## src/rtl/mem_stage_ctrl.sv

```systemverilog
// MEM-stage controller: issues data-memory loads/stores over a req/ready handshake,
// stalls upstream while an access is outstanding and fills the MEM/WB register.
module mem_stage_ctrl #(
    parameter int MAX_WAIT = 16,
    parameter int XLEN     = 32
) (
    input  logic            clk,
    input  logic            rst_n,
    input  logic            memrw_i,
    input  logic            regwen_i,
    input  logic [1:0]      wbsel_i,
    input  logic [4:0]      rd_i,
    input  logic [XLEN-1:0] alu_out_i,
    input  logic [XLEN-1:0] rs2_i,
    input  logic [XLEN-1:0] pc_i,
    output logic            stall_o,
    output logic            dmem_req_o,
    output logic            dmem_we_o,
    output logic [XLEN-1:0] dmem_addr_o,
    output logic [XLEN-1:0] dmem_wdata_o,
    input  logic            dmem_ready_i,
    input  logic [XLEN-1:0] dmem_rdata_i,
    output logic            regwen_memwb,
    output logic [4:0]      rd_memwb,
    output logic [1:0]      wbsel_memwb,
    output logic [XLEN-1:0] wb_data_memwb,
    output logic            misalign_o,
    output logic            bus_err_o
);

    localparam int CW = 8;

    typedef enum logic [0:0] {
        IDLE   = 1'b0,
        ACCESS = 1'b1
    } state_t;

    state_t          state_r, state_s;
    logic [CW-1:0]   cnt_r, cnt_s;
    logic            req_r, req_s;
    logic            we_r, we_s;
    logic [XLEN-1:0] addr_r, addr_s;
    logic [XLEN-1:0] wdata_r, wdata_s;
    logic            regwen_r, regwen_s;
    logic [4:0]      rd_r, rd_s;
    logic [1:0]      wbsel_r, wbsel_s;
    logic [XLEN-1:0] wbdata_r, wbdata_s;
    logic            misalign_r, misalign_s;
    logic            bus_err_r, bus_err_s;
    logic            stall_s;
    logic            is_load_s, is_mem_s, unaligned_s, cnt_last_s;
    logic [XLEN-1:0] sel_data_s;

    function automatic logic [XLEN-1:0] wb_select(
        input logic [1:0]      sel,
        input logic [XLEN-1:0] mem_data,
        input logic [XLEN-1:0] alu,
        input logic [XLEN-1:0] pc
    );
        logic [XLEN-1:0] res;
        case (sel)
            2'd0:    res = mem_data;
            2'd1:    res = alu;
            2'd2:    res = pc + XLEN'(4);
            default: res = {XLEN{1'b0}};
        endcase
        return res;
    endfunction

    assign is_load_s   = ~memrw_i & regwen_i & (wbsel_i == 2'd0);
    assign is_mem_s    = memrw_i | is_load_s;
    assign unaligned_s = (alu_out_i[1:0] != 2'b00);
    assign cnt_last_s  = (cnt_r == CW'(MAX_WAIT - 1));
    assign sel_data_s  = wb_select(wbsel_i, dmem_rdata_i, alu_out_i, pc_i);

    // Next-state, next register values and the combinational stall
    always_comb begin
        state_s    = state_r;
        cnt_s      = cnt_r;
        req_s      = req_r;
        we_s       = we_r;
        addr_s     = addr_r;
        wdata_s    = wdata_r;
        regwen_s   = 1'b0;
        rd_s       = 5'd0;
        wbsel_s    = 2'd0;
        wbdata_s   = {XLEN{1'b0}};
        misalign_s = 1'b0;
        bus_err_s  = 1'b0;
        stall_s    = 1'b0;
        case (state_r)
            IDLE: begin
                if (!is_mem_s) begin
                    regwen_s = regwen_i;
                    rd_s     = rd_i;
                    wbsel_s  = wbsel_i;
                    wbdata_s = sel_data_s;
                end else if (unaligned_s) begin
                    misalign_s = 1'b1;
                end else begin
                    stall_s = 1'b1;
                    state_s = ACCESS;
                    cnt_s   = {CW{1'b0}};
                    req_s   = 1'b1;
                    we_s    = memrw_i;
                    addr_s  = alu_out_i;
                    wdata_s = memrw_i ? rs2_i : {XLEN{1'b0}};
                end
            end
            ACCESS: begin
                stall_s = ~dmem_ready_i & ~cnt_last_s;
                if (dmem_ready_i) begin
                    state_s = IDLE;
                    req_s   = 1'b0;
                    we_s    = 1'b0;
                    // a store only writes back when it also carries a register write
                    if (!memrw_i) begin
                        regwen_s = regwen_i;
                        rd_s     = rd_i;
                        wbsel_s  = wbsel_i;
                        wbdata_s = dmem_rdata_i;
                    end else if (regwen_i) begin
                        regwen_s = 1'b1;
                        rd_s     = rd_i;
                        wbsel_s  = wbsel_i;
                        wbdata_s = sel_data_s;
                    end else begin
                        regwen_s = 1'b0;
                    end
                end else if (cnt_last_s) begin
                    state_s   = IDLE;
                    req_s     = 1'b0;
                    we_s      = 1'b0;
                    bus_err_s = 1'b1;
                end else begin
                    cnt_s = cnt_r + 8'd1;
                end
            end
            default: begin
                state_s = IDLE;
                req_s   = 1'b0;
                we_s    = 1'b0;
            end
        endcase
    end

    // State and output registers, updated on the falling pipeline edge
    always_ff @(negedge clk or negedge rst_n) begin
        if (!rst_n) begin
            state_r    <= IDLE;
            cnt_r      <= {CW{1'b0}};
            req_r      <= 1'b0;
            we_r       <= 1'b0;
            addr_r     <= {XLEN{1'b0}};
            wdata_r    <= {XLEN{1'b0}};
            regwen_r   <= 1'b0;
            rd_r       <= 5'd0;
            wbsel_r    <= 2'd0;
            wbdata_r   <= {XLEN{1'b0}};
            misalign_r <= 1'b0;
            bus_err_r  <= 1'b0;
        end else begin
            state_r    <= state_s;
            cnt_r      <= cnt_s;
            req_r      <= req_s;
            we_r       <= we_s;
            addr_r     <= addr_s;
            wdata_r    <= wdata_s;
            regwen_r   <= regwen_s;
            rd_r       <= rd_s;
            wbsel_r    <= wbsel_s;
            wbdata_r   <= wbdata_s;
            misalign_r <= misalign_s;
            bus_err_r  <= bus_err_s;
        end
    end

    assign stall_o       = stall_s;
    assign dmem_req_o    = req_r;
    assign dmem_we_o     = we_r;
    assign dmem_addr_o   = addr_r;
    assign dmem_wdata_o  = wdata_r;
    assign regwen_memwb  = regwen_r;
    assign rd_memwb      = rd_r;
    assign wbsel_memwb   = wbsel_r;
    assign wb_data_memwb = wbdata_r;
    assign misalign_o    = misalign_r;
    assign bus_err_o     = bus_err_r;

endmodule

```

## config.mk

```make
export PLATFORM = sky130hd
export DESIGN_NAME = mem_stage_ctrl
export DESIGN_NICKNAME = d
export VERILOG_FILES = /design/src/rtl/mem_stage_ctrl.sv
export SDC_FILE = /design/constraint.sdc
export NUM_CORES = 1
export LEC_CHECK = 0
export ABC_AREA = 1
export CORE_MARGIN = 2
export CORE_UTILIZATION = 37
export DETAILED_ROUTE_END_ITERATION = 10
export PLACE_DENSITY_LB_ADDON = 0.25
export RECOVER_POWER = 100
export SKIP_CTS_REPAIR_TIMING = 1
export SLEW_MARGIN = 20
export SYNTH_ARGS = -nofsm -noshare
export SYNTH_HDL_FRONTEND = slang
export SYNTH_SLANG_ARGS = --single-unit
```

## constraint.sdc

```tcl
create_clock -name clk -period 2 [get_ports clk]
set_input_delay 0.3 -clock clk [delete_from_list [all_inputs] [get_ports clk]]
set_output_delay 0.3 -clock clk [all_outputs]
set_load 0.01 [all_outputs]
```

# After elaboration in Yosys (flattened, before gate mapping)
# Cells that the tools add are included.
[op_classes] n_addsub=2 n_eq_ne=8 n_mux=47 bitwise=9 n_reduce_logical=5
[ops] op="two-way mux 32 bit" count=5
[ops] op="one-hot mux 32 bit (3 select lines)" count=1
[ops] op="one-hot mux 32 bit (2 select lines)" count=1
[ops] op="adder 32 x 3 -> 32 bit, second input constant" count=1
[ops] op="two-way mux 8 bit" count=4
[ops] op="two-way mux 1 bit" count=20
[ops] op="two-way mux 5 bit" count=4
[ops] op="one-hot mux 8 bit (2 select lines)" count=1
[ops] op="one-hot mux 1 bit (2 select lines)" count=5
[ops] op="one-hot mux 5 bit (2 select lines)" count=1
[ops] op="adder 8 x 1 -> 8 bit, second input constant" count=1
[ops] op="equality test 8 x 4 -> 1 bit, second input constant" count=1
[ops] op="two-way mux 2 bit" count=4
[ops] op="inequality test 2 bit, second input constant" count=4
[ops] op="AND reduction 3 bit" count=2
[ops] op="NOT 1 bit" count=5
[ops] op="one-hot mux 2 bit (2 select lines)" count=1
[ops] op="AND reduction 4 bit" count=1
[ops] op="AND 1 bit" count=3
[ops] op="inequality test 3 x 2 -> 1 bit, second input constant" count=1
[ops] op="equality test 2 x 1 -> 1 bit, second input constant" count=1
[ops] op="equality test 2 bit, second input constant" count=1
[ops] op="zero test 2 bit" count=1
[ops] op="nonzero test 2 bit" count=1
[ops] op="bitwise OR 1 bit" count=1
[word_totals] register_bits=117 inputBits=140 output_inout_bits=109 word_cells=83

# Depth between registers and ports, before layout
[logic_depth] word_depth=6 ltp_mapped=11 mapped_depth_nobuf=11

==> impl_metrics.env <==
export IMPL_clk_pin_slew_ns=0.04
export IMPL_die_h_um=131
export IMPL_avgSynthCellArea_um2=7.69
export IMPL_grt_pass1_vias=6569
export IMPL_htree_levels=4
export IMPL_crit_buf_inv=1
export IMPL_hp_class="reg -> reg"
export IMPL_max_cap_viol_count=0
export IMPL_arrival_ns=2.75
export IMPL_n_antenna_cell=0
export IMPL_die_x_um=131
export IMPL_grt_pass1_wl_mm=32.6
export IMPL_use_met3=0.0721
export IMPL_crit_path_top_delay_cell="dfrtn_1"
export IMPL_placed_area_um2=10000
export IMPL_io_pins=249
export IMPL_grt_start_max_net_pins=40
export IMPL_core_rowCount=46
export IMPL_synthTopCellsByArea="dfrtn_1, nand2_1, nand3_1"
export IMPL_yosysTopAreaCell="dfrtn_1"
export IMPL_drc=0
export IMPL_cts_root_buf="clkbuf_16"
export IMPL_drt_iter0_markers=484
export IMPL_async_flop_share=1.00
export IMPL_synth_most_common_cell="nand2_1"
export IMPL_drtAntennaViolNets=0
export IMPL_cts_tree="done"
export IMPL_via_per_inst=5.00
export IMPL_grt_overflow=0
export IMPL_required_ns=1.70
export IMPL_power_density_nw_per_um2=742
export IMPL_critPathMostFrequentCell="nand2_2"
export IMPL_worstMarginPinSlew_ns=0.846
export IMPL_fin_nets=1369
export IMPL_p_clk_frac=0.374
export IMPL_clock_path_buffers=2
export IMPL_vias=7284
export IMPL_place_gp_congestion=0.869
export IMPL_cts_sinks=117
export IMPL_setup_ws_ns=-1.05
export IMPL_slew_violations=0
export IMPL_met2_usage=0.433
export IMPL_start_util=0.376
export IMPL_synth_distinct_cells=35
export IMPL_p_leak_nw=6.08
export IMPL_coreArea_um2=15800
export IMPL_p_total_mw=8.92
export IMPL_syn_to_final_growth_pct=102
export IMPL_synth_edf_count=0
export IMPL_final_setup_viol_count=214
export IMPL_violations="setup timing"
export IMPL_cp_start_kind="register"
export IMPL_hold_viol_final=0
export IMPL_top_usage_layer="met2"
export IMPL_final_layout_size_suffix_gt1_frac=0.507
export IMPL_cp_top_family="simple AND/OR/NAND/NOR gates"
export IMPL_ys_ff_latch=117
export IMPL_dp_slack_ns=-1.13
export IMPL_antenna_found_initial=0
export IMPL_critical_path_max_stage_delay_ns=0.43
export IMPL_slew_headroom=0.436
export IMPL_syn_inst=774
export IMPL_crit_fanout=3
export IMPL_crit_path_end_kind="output pin"
export IMPL_crit_chain="ha_2 -> nand2_2 -> nor2_2 -> nand4_1 -> nand2_2 -> nand2_4 -> buf_6"
export IMPL_p_sw_mw=2.59
export IMPL_peakVddDrop_mv=0.614
export IMPL_syn_area_um2=5950
export IMPL_ys_top_cells_by_count="nand2_1, dfrtn_1, inv_1"
export IMPL_status="finished, violations left"
export IMPL_routed_wl_mm=25.5
export IMPL_ys_warn_count=0
export IMPL_cts_buffers=17
export IMPL_comb_power_share=0.295
export IMPL_synth_top_area_frac=0.492
export IMPL_dieArea_um2=17100
export IMPL_finalClockSkew_ns=0.00733
export IMPL_drtPass1Iterations=7
export IMPL_yosysSeqAreaShare=0.492
export IMPL_final_area_um2=12000
export IMPL_swShare=0.291
export IMPL_syn_nets=916
export IMPL_clock_latency_ns=0.40
export IMPL_share_seq_of_total_power=0.331
export IMPL_portBuffers=248
export IMPL_synth_ff_type="dfrtn_1"
export IMPL_gr_usage_met1=0.293
export IMPL_track_usage=0.248
export IMPL_hpwl_mm=16.4
export IMPL_critPathKind="reg -> out"
export IMPL_rsz0062_at_grt="yes"
export IMPL_routedWlPerCell_um=17.5
export IMPL_power_internal_mw=6.32
==> through the flow <==
step                instances  hold slack [ns]  TNS, ns  utilization
finish                   1456            0.422   -43.57        0.759
global placement         1351            0.414  -130.53        0.634
global route             1456            0.436   -50.64        0.759
CTS                      1383            0.420  -134.98        0.674
floorplan                 774            0.416   -27.39            -
detailed placement       1351            0.419  -133.98        0.634
==> flip-flops by register name (all words and copies together), names as in the netlist, 2 cells and up <==
name / flops
wbsel_memwb: 2
dmem_wdata_o: 32
wb_data_memwb: 32
dmem_addr_o: 32
rd_memwb: 5
cnt_r: 8
==> final timing paths <==
check | start | to | slack (ns) | cells past startpoint
worst min-delay path | dmem_addr_o[13] | dmem_addr_o[13] | 0.42 | 2
worst min register to register | dmem_addr_o[13] | dmem_addr_o[13] | 0.42 | 2
min in group asynchronous | rst_n | dmem_wdata_o[30] | 0.87 | 1
worst max register to register | cnt_r[1] | cnt_r[5] | 0.14 | 11
max in group asynchronous | rst_n | dmem_addr_o[31] | 0.21 | 2
worst max-delay path | cnt_r[1] | stall_o | -1.05 | 7
==> area by class of cell <==
cell class,instances,area (um2)
timing repair buffer,455,4110
fill,1045,3810
multi-input combinational,550,3690
sequential,117,2930
clock buffer,20,457
inverter,84,360
tap,216,270
clock inverter,12,175
timing repair inverter,2,27.5
==> tightest hold or removal path, cell delays in order (launching register included) <==
cell	delay (ns)
dfrtn_1	0.41
nand2_2	0.05
nand2_1	0.04
==> cells by family (layout without fill, tap and decap cells) <==
group | Yosys count | in the layout | synth area share
AND/OR/NAND/NOR | 441 | 442 | 0.306
adder cells (fa/ha/maj) | 2 | 2 | 0.00420
flip-flops | 117 | 117 | 0.492
XOR/XNOR | 1 | 1 | 0.00147
buffers and inverters | 108 | 573 | 0.0767
AO/OA/AOI/OAI | 105 | 105 | 0.120
==> layer usage <==
layer,up-vias,part of all wire
met4,0,0.029
met3,61,0.075
met1,3489,0.39
met2,322,0.51
li1,3412,-
met5,-,0
==> placed cells by master, fill, tap and decap left out, types with 5 or more instances in the layout <==
cell             instances
nand2_1                177
buf_4                  161
dfrtn_1                117
clkdlybuf4s50_1        102
nand2_2                 75
buf_2                   75
inv_1                   69
buf_6                   59
nand3_2                 38
nand2_4                 34
a22o_1                  32
nor2_4                  31
nand3_1                 28
clkbuf_16               25
nor2_2                  20
nor2_1                  19
buf_12                  15
clkbuf_2                14
o21ai_0                 13
o21ai_1                 12
o21ai_2                 11
a21oi_1                 10
buf_8                    8
inv_2                    7
dlymetal6s2s_1           7
inv_4                    6
o211ai_1                 6
nand2_8                  5
==> power groups by stage <==
| stage | sequential, mW | clock (mW) | combinational [mW] |
|---|---|---|---|
| after detailed placement | 2.95 | 0 | 2.24 |
| after CTS | 2.92 | 3.35 | 2.26 |
| after global placement | 2.94 | 0 | 2.21 |
| final | 2.95 | 3.33 | 2.63 |
| after global routing | 2.99 | 3.47 | 2.81 |
| after floorplan | 3.10 | 0 | 0.630 |
Note: power is estimated with default switching activity, not from simulation.
==> patch 1 (config.mk and constraints unchanged) <==
Set the parameter `XLEN` to 64 (it was 32).
--- a/src/rtl/mem_stage_ctrl.sv
+++ b/src/rtl/mem_stage_ctrl.sv
@@ -2,7 +2,7 @@
 // stalls upstream while an access is outstanding and fills the MEM/WB register.
 module mem_stage_ctrl #(
     parameter int MAX_WAIT = 16,
-    parameter int XLEN     = 32
+    parameter int XLEN     = 64
 ) (
     input  logic            clk,
     input  logic            rst_n,
Ports: changed (7 resized); port bits go from 249 to 473. No check against the original RTL was run, so the function may have changed too.
==> patch 1 against the original RTL <==
Combinational power rose by 78%; global-route usage rose by 6.6 points; sequential cell count rose by 96; power rose by 66%; core utilization fell by 3.4 points; largest power group is now sequential cells; worst setup slack got worse by 78 ps; synthesized area rose by 98%; clock power rose by 43%; cell area rose by 90%; the flow still finishes with violations (setup timing); routed wire length rose by 140%.
==> patch 1: results <==
set metrics [dict create \
    violations "setup timing" \
    grt_util_all_layers 0.314 \
    status "finished with violations" \
    ys_seq_area_frac 0.453 \
    vias 15300 \
    syn_avg_cell_area_um2 6.87 \
    fin_ws_ps -1120 \
    hold_ws_ps 427 \
    dp.cells 2758 \
    clock_skew_ps 7.10 \
    clockBufferDepth 3 \
    reg2reg_to "cnt_r[3]$_DFFE_NN0P_" \
    routed_wl_mm 61.7 \
    placed_area_um2 19000 \
    h-tree-depth 1 \
    setup_viol 380 \
    drt_pass1_iterations 5 \
    gp_congestion 0.992 \
    drive_above_1_share 0.437 \
    grt_pass1_vias 14000 \
    antenna_found_initial 6 \
    peakVddDrop_mv 0.572 \
    rrSetupSlack_ps -130 \
    synth_compound_area_frac 0.113 \
    grt_max_degree 58 \
    min_from "dmem_addr_o[20]$_DFFE_NN0P_" \
    grt_pass1_wl_mm 80.2 \
    syn_nets 1982 \
    power_leakage_uw 0.0115 \
    synthTopCellsByArea "dfrtn_1 (45%), nand2_1 (22%), o21ai_0 (6.9%)" \
    worst_r2r_path_depth 14 \
    synthAdderAreaFrac 0.00213 \
    ys_types 34 \
    synth_xor_area_frac 0.000744 \
    max_slew_margin 0.378 \
    post_drt_wl_per_cell_um 21.0 \
]
## patch 1: cell types whose count changed after synthesis, sizes merged, moves of 9 or more
cell	delta
nand3	+74
inv	+111
dfrtn	+96
o21ai	+131
o21bai	+10
clkbuf	+43
nand2	+387
nand4	+10
a22o	-32
nor2	+82
o221ai	+9
## patch 1: metrics by stage
| stage | setup TNS (ps) | setup WS [ps] | total power, uW |
|---|---|---|---|
| after CTS | -275890 | -1550 | 14100 |
| after detailed placement | -276290 | -1410 | 9360 |
| after global placement | -271420 | -1400 | 9280 |
| after global routing | -115670 | -1240 | 15400 |
| final | -101880 | -1120 | 14800 |
| after floorplan | -102270 | -593 | 6700 |
## patch 1: final cells by class
class / instances / area (um^2)
clock buffer: 34 / 719
clock inverter: 9 / 125
timing repair inverter: 7 / 108
inverter: 195 / 769
fill: 2404 / 8670
multi-input combinational: 1236 / 7470
sequential: 213 / 5330
timing repair buffer: 845 / 7770
tap: 402 / 503
antenna: 5 / 12.5
## patch 1: layer usage
metal,share of wire,track usage
met3,0.076,0.0551
met2,0.51,0.583
met1,0.37,0.366
met5,0.00026,0
met4,0.045,0.0981
## patch 1: report_power, final
group / leakage [uW] / internal, uW / switching [uW]
clock network: 0.000413 / 2880 / 1880
logic: 0.00835 / 2360 / 2320
registers: 0.00278 / 5000 / 348
total: 0.0115 / 10200 / 4550
## patch 1: critical path, delay by kind of cell, from the launching register on
family / cells / cell delay (ps)
simple gates: 5 / 540
buf+inv: 1 / 120
fa+ha+maj: 1 / 200
flops: 1 / 430
==> patch 2 (config.mk and constraints unchanged) <==
Made on the original files. Remove the register `bus_err_r`: a continuous assignment takes its place, so the output `bus_err_o` follows one clock earlier.
--- a/src/rtl/mem_stage_ctrl.sv
+++ b/src/rtl/mem_stage_ctrl.sv
@@ -158,7 +158,6 @@
             wbsel_r    <= 2'd0;
             wbdata_r   <= {XLEN{1'b0}};
             misalign_r <= 1'b0;
-            bus_err_r  <= 1'b0;
         end else begin
             state_r    <= state_s;
             cnt_r      <= cnt_s;
@@ -171,9 +170,10 @@
             wbsel_r    <= wbsel_s;
             wbdata_r   <= wbdata_s;
             misalign_r <= misalign_s;
-            bus_err_r  <= bus_err_s;
         end
     end
+
+    assign bus_err_r = bus_err_s;
 
     assign stall_o       = stall_s;
     assign dmem_req_o    = req_r;
Formal check against the unedited RTL: same outputs for any inputs over 4 cycles, from zero or initial values and one cycle with rst_n low; that may be too few to reach the edited logic, so the function may still have changed.
==> patch 2 against the original RTL <==
The flow still finishes with violations (setup timing); worst setup slack got worse by 61 ps; routed wire length decreased by 0.18%; core utilization fell by 1.7 points; synthesized area fell by 0.42%; power is 3.3% lower; register-to-register slack gained 140 ps; cell area is 2.7% lower; sequential cell count fell by 1.
==> patch 2: results <==
set metrics [dict create \
    syn_nets 915 \
    routed_wl_mm 25.5 \
    grt_max_degree 46 \
    power_leakage_uw 0.00591 \
    wl_met1_mm 10.2 \
    gp_congestion 0.916 \
    worst_pin_slew_ps 984 \
    wl_met2_mm 13.0 \
    ys.flop_type "dfrtn_1" \
    placed_area_um2 9930 \
    drt_iter0_drc 326 \
    holdPathEnd "dmem_addr_o[22]$_DFFE_NN0P_" \
    cts-root-buf "clkbuf_16" \
    routed.top_layer "met4" \
    ys_top_cells_by_count "nand2_1 (286), dfrtn_1 (116), inv_1 (78)" \
    min_path_cells 2 \
    fill_cells 1149 \
    viasPerCell 4.96 \
    ys_types 35 \
    min_from "dmem_addr_o[22]$_DFFE_NN0P_" \
    status "finished with violations" \
    grt_pass1_vias 6382 \
    vias 7114 \
    violations "setup timing" \
    async_flop_share 1.00 \
    setup_viol 212 \
    rrSetupSlack_ps 280 \
    port_buffers 248 \
    hold_path_class "reg -> reg" \
    fin_ws_ps -1110 \
    nets 1347 \
    h-tree-depth 4 \
    drt_pass1_iterations 7 \
    peakVddDrop_mv 0.673 \
    wl_met3_mm 1.75 \
    syn_avg_cell_area_um2 7.67 \
    antenna_found_initial 0 \
    timing.critical_path.from "cnt_r[0]$_DFFE_NN0P_" \
    ys_seq_area_frac 0.490 \
    endpoint "bus_err_o" \
    drive_above_1_share 0.486 \
    cts.clk_slew.worst_paths_ps 40 \
    diodes 0 \
    grt_pass1_wl_mm 32.4 \
    synthTopCellsByArea "dfrtn_1 (49%), nand2_1 (18%), nand3_1 (5.7%)" \
    power.switching_uw 2470 \
    grt_util_all_layers 0.249 \
    clockBufferDepth 2 \
    yosys_warnings 0 \
    critical_path.max_fanout 4 \
    cts_buffers 17 \
    clkLatencyLatePin_ps 400 \
    worst_r2r_path_depth 11 \
    dpl.hpwl_mm 16.6 \
    clock_skew_ps 3.83 \
]
## patch 2: changes by cell type after synthesis, sizes merged
cell   change
dfrtn      -1
## patch 2: final cells by class
cell class / instances / area [um^2] / share of cell area
sequential: 116 / 2900 / 0.248
clock inverter: 12 / 179 / 0.0153
multi-input combinational: 549 / 3660 / 0.313
inverter: 84 / 358 / 0.0306
tap: 216 / 270 / 0.0231
clock buffer: 20 / 447 / 0.0382
timing repair buffer: 437 / 3880 / 0.332
## patch 2: worst max-delay path, cell delays in order, from the launching register on
cell and delay, ps:
dfrtn_1 420, ha_2 200, nand2_2 70, nor2_2 90, nand4_1 180, buf_4 200, nor3_2 80, buf_2 160
## patch 2: stage by stage
stage / hold slack, ps / setup TNS [ps] / setup WS, ps
finish: 419 / -39610 / -1110
CTS: 419 / -127420 / -1430
global route: 437 / -48750 / -1210
detailed placement: 418 / -128840 / -1080
floorplan: 416 / -27930 / -459
global placement: 413 / -128340 / -1030
## patch 2: cell families (layout without fill, tap and decap cells)
group,Yosys count,count (layout),synth area share
buf+inv,108,553,0.0771
xor+xnor,1,1,0.00148
fa+ha+maj,2,2,0.00422
simple gates,441,441,0.307
flops,116,116,0.490
compound gates,105,105,0.120
## patch 2: power by group through the flow
stage                     logic, uW  clock network, uW  registers, uW
after global routing           2640               3380           2950
after detailed placement       2230                  0           2940
after global placement         2200                  0           2920
final                          2460               3250           2920
after floorplan                 633                  0           3080
after CTS                      2250               3270           2910
## patch 2: per-layer routing
metal  global-route usage  up-vias
met3               0.0684       49
met4               0.0814        0
met2                0.422      261
met1                0.310     3442
met5                    0        -
li1                     -     3362
